`src/rtl/detect_window_counter.sv`:
```
// detect_window_counter: counts detector pulses per fixed window and hands results over with valid/ack
// Ports:
//   clk   - clock, rising edge
//   rst   - asynchronous active-low reset
//   en    - counting enable (RUN while high)
//   w     - detection pulse, sampled every edge
//   ack   - consumer accepts the current result
//   count - hits in the last completed window, saturating
//   valid - count holds an unconsumed result
//   sat   - the reported window saturated
//   lost  - a result was overwritten before being acknowledged (sticky until an accepted ack)
module detect_window_counter #(
  parameter int WIN = 16,
  parameter int CW  = 4
) (
  input  logic          clk,
  input  logic          rst,
  input  logic          en,
  input  logic          w,
  input  logic          ack,
  output logic [CW-1:0] count,
  output logic          valid,
  output logic          sat,
  output logic          lost
);
  localparam int PW = (WIN > 1) ? $clog2(WIN) : 1;
  localparam logic [CW-1:0] MAX = '1;
  typedef enum logic {IDLE, RUN} state_t;
  state_t        state_q, state_d;
  logic [PW-1:0] cyc_q, cyc_d, cyc_cur;
  logic [CW-1:0] acc_q, acc_d, acc_cur, sum, count_q, count_d;
  logic          wsat_q, wsat_d, wsat_cur, valid_q, valid_d, sat_q, sat_d, lost_q, lost_d;
  logic          win_end, ovf;
  always_comb begin
    state_d  = en ? RUN : IDLE;
    // leaving IDLE always restarts at window cycle 0 with an empty accumulator
    cyc_cur  = (state_q == RUN) ? cyc_q : '0;
    acc_cur  = (state_q == RUN) ? acc_q : '0;
    wsat_cur = (state_q == RUN) & wsat_q;
    win_end  = en && (cyc_cur == PW'(WIN - 1));
    ovf      = (acc_cur == MAX) & w;
    sum      = ovf ? acc_cur : acc_cur + CW'(w);
    cyc_d    = (!en || win_end) ? '0 : cyc_cur + PW'(1);
    acc_d    = (!en || win_end) ? '0 : sum;
    wsat_d   = (!en || win_end) ? 1'b0 : wsat_cur | ovf;
    count_d  = win_end ? sum : count_q;
    sat_d    = win_end ? (wsat_cur | ovf) : sat_q;
    valid_d  = win_end | (valid_q & ~ack);
    // overwrite of an unacked result sets lost; any accepted ack clears it
    lost_d   = valid_q ? (win_end & ~ack) | (lost_q & ~ack) : lost_q;
  end
  always_ff @(posedge clk or negedge rst) begin
    if (!rst) begin
      state_q <= IDLE;
      cyc_q   <= '0;
      acc_q   <= '0;
      wsat_q  <= 1'b0;
      count_q <= '0;
      valid_q <= 1'b0;
      sat_q   <= 1'b0;
      lost_q  <= 1'b0;
    end else begin
      state_q <= state_d;
      cyc_q   <= cyc_d;
      acc_q   <= acc_d;
      wsat_q  <= wsat_d;
      count_q <= count_d;
      valid_q <= valid_d;
      sat_q   <= sat_d;
      lost_q  <= lost_d;
    end
  end
  assign count = count_q;
  assign valid = valid_q;
  assign sat   = sat_q;
  assign lost  = lost_q;
endmodule
```
`config.mk`:
```
export PLATFORM = sky130hd
export DESIGN_NAME = detect_window_counter
export DESIGN_NICKNAME = d
export VERILOG_FILES = /design/src/rtl/detect_window_counter.sv
export SDC_FILE = /design/constraint.sdc
export NUM_CORES = 1
export LEC_CHECK = 0
export BUFFER_PORTS_ARGS = -buffer_cell sky130_fd_sc_hd__buf_4
export CAP_MARGIN = 20
export CORE_MARGIN = 3
export CORE_UTILIZATION = 56
export CTS_BUF_LIST = sky130_fd_sc_hd__clkbuf_2
export DETAILED_ROUTE_END_ITERATION = 8
export PLACE_DENSITY = 0.79
export REMOVE_ABC_BUFFERS = 1
export SYNTH_ARGS = -nofsm -noshare
export SYNTH_HDL_FRONTEND = slang
export SYNTH_SLANG_ARGS = --single-unit
```
`constraint.sdc`:
```
create_clock -name clk -period 1.8 [get_ports clk]
set_clock_uncertainty 0.15 [all_clocks]
set_input_delay 0.36 -clock clk [delete_from_list [all_inputs] [get_ports clk]]
set_output_delay 0.36 -clock clk [all_outputs]
set_load 0.005 [all_outputs]
```
==> impl_metrics.ini, run 1 <==
[timing]
tns_ps = 0
tightest_slew_ps = 273
setup_slack_ps = 107
fmax_ghz = 0.591
relSlewSlack_pct = 81.7
slew_viol_final = 0
finalCritPeriodShare_pct = 94.1
hold_viol_final = 0
rsz0062_at_grt = false
fin_crit_ps = 1690
setup_viol = 0

[floorplan]
rows = 12
die_x_um = 43.2
num_io_pins = 12
start_util_pct = 64.4
dieArea_sq_um = 1860
die_y_um = 43.2
coreArea_sq_um = 1200

[clocking]
cts_tree = yes
clkTransAtPathRegs_ps = 160
cts-root-buf = clkbuf_2
clock_latency_ps = 290
clk_path_buf_depth = 2
cts.sinks = 17
h-tree-depth = 1
cts_setup_buffers = 0
cts_buffers = 3

[logic_synthesis]
ys_seq_elements = 17
yosys_warnings = 0
synth_compound_area_share_pct = 13.8
synthSimpleGateAreaFrac_pct = 21.7
synth_mux_area_share_pct = 0
synth_cell_type_count = 27
synth-xor-area-share_pct = 2.27
synth_top_family_by_area = simple AND/OR/NAND/NOR gates
syn-instance-count = 69
yosys-top-cells-area = dfrtp_1, ha_1, and2_2, nor2_1, o21ai_0
ys_seq_area_share_pct = 55.0
synth.top_cell.area_share_pct = 55.0
syn_area_sq_um = 773
synthAdderAreaFrac_pct = 4.85
syn_avg_cell_area_sq_um = 11.2
synth_top_cell_by_area = dfrtp_1

[status]
status = finished, final reports clean

[worst_setup_path]
crit_path_end_kind = flop
cp-start-kind = flop
cp.required_ps = 1880
worstSetupPathType = flop to flop
worstPathArrival_ps = 1770
crit_fanout = 8

[cells_and_area]
syn2layout_area_growth_pct = 16.5
diodes = 0
fillCellCount = 87
drive_above_1_share_pct = 34.1
finalNetCount = 94
final_util_pct = 75.0
fin_area_sq_um = 901
stdcell_count = 99
regArea_sq_um = 427
multi_input_area_sq_um = 329

[placed_design]
io_buffers = 11
pre_cts_slack_ps = 71.6
hpwl_mm = 1.12
dp_cells = 94
gp_congestion = 0.786
placed_area_sq_um = 870

[global_route]
met1_usage_pct = 23.6
grt-ovfl-total = 0
grt_antenna_before_repair = 0
globalRouteMet2Util_pct = 25.4
grt.busiest_layer = met2
grt_util_all_layers_pct = 18.1
grt_max_degree = 18
grt_pass1_wl_mm = 2.44
gr-usage-met3_pct = 5.93
grt_pass1_vias = 563

[hold_path]
hold_path.class = input port to flop

[route]
drtPass1Iterations = 4
drt_iter0_markers = 16
ant_nets = 0
dr_total_vias = 574
drc_errors = 0
routed_wirelength_mm = 1.48
via_per_inst = 5.80
wl_per_cell_um = 14.9

[flow_run]
cap_violations = 0

[pwr]
p_per_area_nw_per_um2 = 676
power_leakage_nw = 0.451
ir_drop_v = 0.000501
## synth_stat cells
master	instances
nand4_1	1
and2_2	4
nand3_1	2
a31oi_1	1
o31ai_1	1
xor2_1	2
and4_1	1
dfrtp_1	17
a22oi_1	1
o31ai_2	1
nor3b_2	1
nand2_2	2
and3_1	1
nor2_1	7
a21oi_1	3
and2_1	1
and2_4	1
nand4_2	1
o21ai_1	4
ha_1	3
a211oi_2	1
o21ai_0	5
buf_6	1
inv_1	2
nand2_1	2
nor3_1	2
and4_2	1
## power breakdown
group / switching (mW) / internal (mW) / total [mW]
logic: 0.0250 / 0.0168 / 0.0417
clock network: 0.114 / 0.0589 / 0.173
registers: 0.00549 / 0.389 / 0.394
## final timing paths
check / startpoint / to / slack [ps] / cells after the start
min reg2reg: valid / lost / 360 / 1
max: state_q / acc_q[2] / 110 / 5
min: en / state_q / 80 / 1
min in group asynchronous: rst / sat / 290 / 2
max in group asynchronous: rst / state_q / 1000 / 2
max reg2reg: state_q / acc_q[2] / 110 / 5
## layout by cell type (no fill, tap or decap), drive strengths merged, types with 2 or more instances in the layout
| cell type | synthesis | final |
|---|---|---|
| a21oi | 3 | 3 |
| and2 | 6 | 6 |
| and4 | 2 | 2 |
| buf | 1 | 12 |
| clkbuf | 0 | 4 |
| dfrtp | 17 | 17 |
| ha | 3 | 3 |
| inv | 2 | 2 |
| nand2 | 4 | 4 |
| nand3 | 2 | 2 |
| nand4 | 2 | 2 |
| nor2 | 7 | 7 |
| nor3 | 2 | 2 |
| o21ai | 9 | 9 |
| o31ai | 2 | 2 |
| xor2 | 2 | 2 |
## cell families (layout without fill, tap and decap cells)
logic type | count (synthesis) | count (layout)
buffers and inverters | 3 | 19
adders and majority gates | 3 | 3
xor gates and xnor gates | 2 | 2
AOI/OAI and AO/OA | 17 | 17
and+or+nand+nor | 27 | 27
DFF | 17 | 17
## registers in the layout, indices dropped and copies added (netlist names)
register,flops
acc_q,4
count,4
cyc_q,4
lost,1
sat,1
state_q,1
valid,1
wsat_q,1
## what timing repair did
| action | CTS | global route |
|---|---|---|
| hold buffers | 1 | 0 |
| gates resized for setup | 0 | 2 |
| setup endpoints to repair | 0 | 2 |
| endpoints found under the hold margin | 17 | 0 |
## layout make-up
class                           count  share of cell area [%]
Clock buffer                        4                    2.22
Inverter                            2                   0.833
Multi-Input combinational cell     49                    36.5
Sequential cell                    17                    47.4
Tap cell                           14                    1.94
Timing Repair Buffer               13                    11.1
## per-stage QoR
| step | hold slack, ps | power [mW] |
|---|---|---|
| 4_1_cts | 62.1 | 0.613 |
| 2_1_floorplan | -85.6 | 0.416 |
| 6_report | 75.3 | 0.609 |
| 5_1_grt | 38.7 | 0.638 |
| 3_3_place_gp | 78.6 | 0.440 |
| 3_5_place_dp | 82.0 | 0.441 |
## metal layers
| layer | vias to the layer above | share of wire [%] |
|---|---|---|
| li1 | 283 | - |
| met1 | 265 | 47 |
| met2 | 20 | 44 |
| met3 | 6 | 5.8 |
| met4 | 0 | 2.8 |
| met5 | - | 0 |
## critical path, stage by stage (launching register included)
cell and delay [ps]:
dfrtp_2 470, and2_2 190, ha_1 230, nand4_1 230, nand2_2 170, nor3_1 200
Power figures use the tool's default switching activity.
==> inputs of run 2 (changes only) <==
- PLACE_DENSITY: 0.79 -> 0.84
==> impl_metrics.ini, run 2 (synthesized netlist as in run 1, its figures left out) <==
[placed_design]
hpwl_mm = 1.24
dp_cells = 94
gp_congestion = 0.875
io_buffers = 11

[clocking]
clkTransAtPathRegs_ps = 150
cts.sinks = 17
h-tree-depth = 1
cts_buffers = 3
clock_latency_ps = 300
clk_path_buf_depth = 2
cts_tree = yes
cts-root-buf = clkbuf_2

[status]
status = finished, final reports clean

[timing]
fin_crit_ps = 1730
finalCritPeriodShare_pct = 96.2
hold_viol_final = 0
setup_viol = 0
rsz0062_at_grt = false
slew_viol_final = 0
fmax_ghz = 0.578
relSlewSlack_pct = 80.7
tns_ps = 0
tightest_slew_ps = 290

[pwr]
power_leakage_nw = 0.468
power_mw = 0.613
ir_drop_v = 0.000460
p_per_area_nw_per_um2 = 662

[cells_and_area]
drive_above_1_share_pct = 36.4
fillCellCount = 87
diodes = 0
final_cell_mix = dfrtp_1, buf_4, nor2_1
layout_commonest_cell = dfrtp_1
stdcell_count = 102
syn2layout_area_growth_pct = 19.9
finalNetCount = 97

[route]
drtPass1Iterations = 4
dr_total_vias = 634
drt_iter0_markers = 23
wl_per_cell_um = 16.8
drc_errors = 0
routed_wirelength_mm = 1.72
via_per_inst = 6.22
ant_nets = 0

[floorplan]
rows = 12
coreArea_sq_um = 1200
start_util_pct = 64.4
die_y_um = 43.2
num_io_pins = 12
dieArea_sq_um = 1860
die_x_um = 43.2

[global_route]
grt_max_degree = 18
grt_pass1_vias = 633
grt_pass1_wl_mm = 2.85
grt_util_all_layers_pct = 21.1
grt_antenna_before_repair = 0
grt-ovfl-total = 0

[hold_path]
hp-start = en
hold_path.class = input port to flop

[worst_setup_path]
crit_fanout = 3
worstPathArrival_ps = 1780
worstSetupPathType = flop to flop
cp-start-kind = flop
cp-startpoint = acc_q[0]
crit_path_end_kind = flop
cp.required_ps = 1850
rr_startpoint = acc_q[0]

[flow_run]
cap_violations = 0
[run 2: changes by cell type in the layout (fill, tap and decap cells not counted)]
cell	previous run	this run
dfrtp_1	16	17
dfrtp_2	1	0
buf_4	12	15
nor3_2	0	1
nor3_1	2	1
[run 2: area by class of cell]
type / count / area [sq um] / area share [%]
flip-flops and latches: 17 / 425 / 45.9
repair buffers: 16 / 123 / 13.2
multi-input cells: 49 / 334 / 36.0
well taps: 14 / 17.5 / 1.89
inverters: 2 / 7.51 / 0.810
clock buffers: 4 / 20.0 / 2.16
[run 2: metal layers]
layer / share of wire, % / up-vias / track usage (%) / routed length, um
met5: 0 / - / 0 / 0
met4: 3.3 / 0 / 12.7 / 56
met3: 7.8 / 7 / 3.39 / 134
met2: 48 / 36 / 34.2 / 823
met1: 41 / 307 / 25.9 / 701
li1: - / 284 / - / -
[run 2: where the power goes]
| part | internal (mW) | switching (mW) | leakage, nW | total (mW) |
|---|---|---|---|---|
| combinational | 0.0197 | 0.0276 | 0.220 | 0.0473 |
| sequential | 0.388 | 0.00533 | 0.232 | 0.394 |
| clock | 0.0589 | 0.114 | 0.0166 | 0.172 |
| total | 0.467 | 0.146 | 0.468 | 0.613 |
[run 2: metrics by stage]
| step | setup WS (ps) | hold WS, ps | utilization, % | area [sq um] |
|---|---|---|---|---|
| after global placement | 150 | 78.6 | 72.4 | 870 |
| after CTS | 35.9 | 59.3 | 75.3 | 905 |
| after floorplan | 165 | -85.6 | - | 762 |
| after global routing | 7.87 | 36.4 | 77.2 | 927 |
| final | 68.7 | 72.0 | 77.2 | 927 |
| after detailed placement | 75.0 | 83.1 | 72.4 | 870 |
[run 2: critical path, stage by stage, from the launching register on]
cell     delay [ps]
dfrtp_1         440
and2_2          230
ha_1            210
ha_1            280
a21oi_1         220
o21ai_1         110
[run 2: what timing repair did]
action	CTS	global route
hold endpoints to repair	17	0
pin swaps	0	2
setup endpoints to repair	1	12
setup buffers	0	3
cloned	0	0
resized for setup	1	1
hold buffers	1	0
[run 2: worst paths after layout]
check                                 to  slack (ps)  cells past startpoint
worst max-delay path            count[1]          70                      5
worst min-delay path             state_q          70                      1
worst max register to register  count[1]          70                      5
worst min register to register      lost         360                      1
max in group asynchronous       cyc_q[3]        1030                      2
min in group asynchronous            sat         280                      2
==> inputs of run 3 (changes only) <==
- CORE_UTILIZATION: 56 -> 50
- PLACE_DENSITY: 0.84 -> 0.77
==> impl_metrics.ini, run 3 (synthesized netlist as in run 1, its figures left out) <==
[timing]
rsz0062_at_grt = false
setup_slack_ps = 91.1
setup_viol = 0
relSlewSlack_pct = 82.0
slew_viol_final = 0
fmax_ghz = 0.585
finalCritPeriodShare_pct = 94.9
tns_ps = 0
fin_crit_ps = 1710
hold_viol_final = 0
tightest_slew_ps = 269

[floorplan]
coreArea_sq_um = 1380
die_x_um = 45.3
die_y_um = 45.3
start_util_pct = 55.9
num_io_pins = 12
rows = 13
dieArea_sq_um = 2050

[worst_setup_path]
cp-start-kind = flop
crit_path_end_kind = flop
worstSetupPathType = flop to flop
cp.required_ps = 1840
crit_fanout = 7
worstPathArrival_ps = 1750

[cells_and_area]
final_cell_mix = dfrtp_1, buf_4, nor2_1
syn2layout_area_growth_pct = 18.0
diodes = 0
finalNetCount = 95
layout_commonest_cell = dfrtp_1
final_util_pct = 66.0
drive_above_1_share_pct = 36.0

[flow_run]
cap_violations = 0

[route]
dr_total_vias = 597
routed_wirelength_mm = 1.62
via_per_inst = 5.91
drc_errors = 0
drt_iter0_markers = 15
wl_per_cell_um = 16.1
ant_nets = 0
drtPass1Iterations = 4

[clocking]
cts_buffers = 3
h-tree-depth = 1
cts-root-buf = clkbuf_2
clkTransAtPathRegs_ps = 150
clk_path_buf_depth = 2
cts_tree = yes
cts.sinks = 17
clock_latency_ps = 300

[status]
status = finished, final reports clean

[global_route]
grt_util_all_layers_pct = 19.1
grt_max_degree = 18
grt-ovfl-total = 0
grt_antenna_before_repair = 0
grt_pass1_vias = 601
grt_pass1_wl_mm = 2.69

[placed_design]
pre_cts_slack_ps = 8.82
hpwl_mm = 1.17
io_buffers = 11
gp_congestion = 0.894

[pwr]
power_leakage_nw = 0.452
p_per_area_nw_per_um2 = 670
ir_drop_v = 0.000381

[hold_path]
hold_path.class = input port to flop
==> run 3: changes by cell type in the layout (fill, tap and decap cells not counted), sizes merged <==
cell and delta:
buf -2
==> run 3: cell type report <==
class | instances | area [sq um]
clock buffer | 4 | 20.0
fill | 123 | 470
inverter | 2 | 7.51
multi-input combinational | 49 | 332
sequential | 17 | 427
tap | 15 | 18.8
timing repair buffer | 14 | 108
==> run 3: worst max-delay path, stage by stage (launching register included) <==
cell and delay (ps):
dfrtp_2 450, and2_2 170, ha_2 200, nand4_1 150
buf_4 200, o21ai_0 180, o31ai_2 100
==> run 3: worst paths after layout <==
path | end | depth (start not counted) | start | slack (ps)
setup / recovery | count[3] | 6 | state_q | 90
hold / removal | state_q | 1 | en | 60
max in group asynchronous | state_q | 2 | rst | 1020
hold reg to reg | sat | 2 | sat | 370
min in group asynchronous | lost | 2 | rst | 280
setup reg to reg | count[3] | 6 | state_q | 90
==> run 3: what timing repair did <==
item / 4_1_cts / 5_1_grt
pin swaps: 1 / 1
setup endpoints to repair: 1 / 5
endpoints found under the hold margin: 17 / 0
setup buffers: 1 / 0
hold buffers: 1 / 0
gates resized for setup: 0 / 3
==> run 3: through the flow <==
stage	cell area [sq um]	cells	hold WS (ps)	total power [mW]
after global placement	871	95	81.1	0.439
after detailed placement	871	95	82.4	0.441
after CTS	908	101	60.2	0.618
after floorplan	762	68	-85.6	0.416
after global routing	912	101	47.2	0.638
final	912	101	64.0	0.611
==> run 3: routing by layer <==
| layer | vias to the layer above | track usage [%] | wire [um] |
|---|---|---|---|
| met5 | - | 0 | 0 |
| met4 | 0 | 12.3 | 51 |
| met3 | 5 | 3.59 | 84 |
| met2 | 16 | 31.1 | 804 |
| met1 | 299 | 22.8 | 683 |
| li1 | 277 | - | - |
==> run 3: where the power goes <==
group          internal, mW  leakage [nW]  switching, mW
Combinational        0.0167         0.205         0.0248
Sequential            0.389         0.231        0.00561
Clock                0.0589        0.0166          0.117
Total                 0.464         0.452          0.147
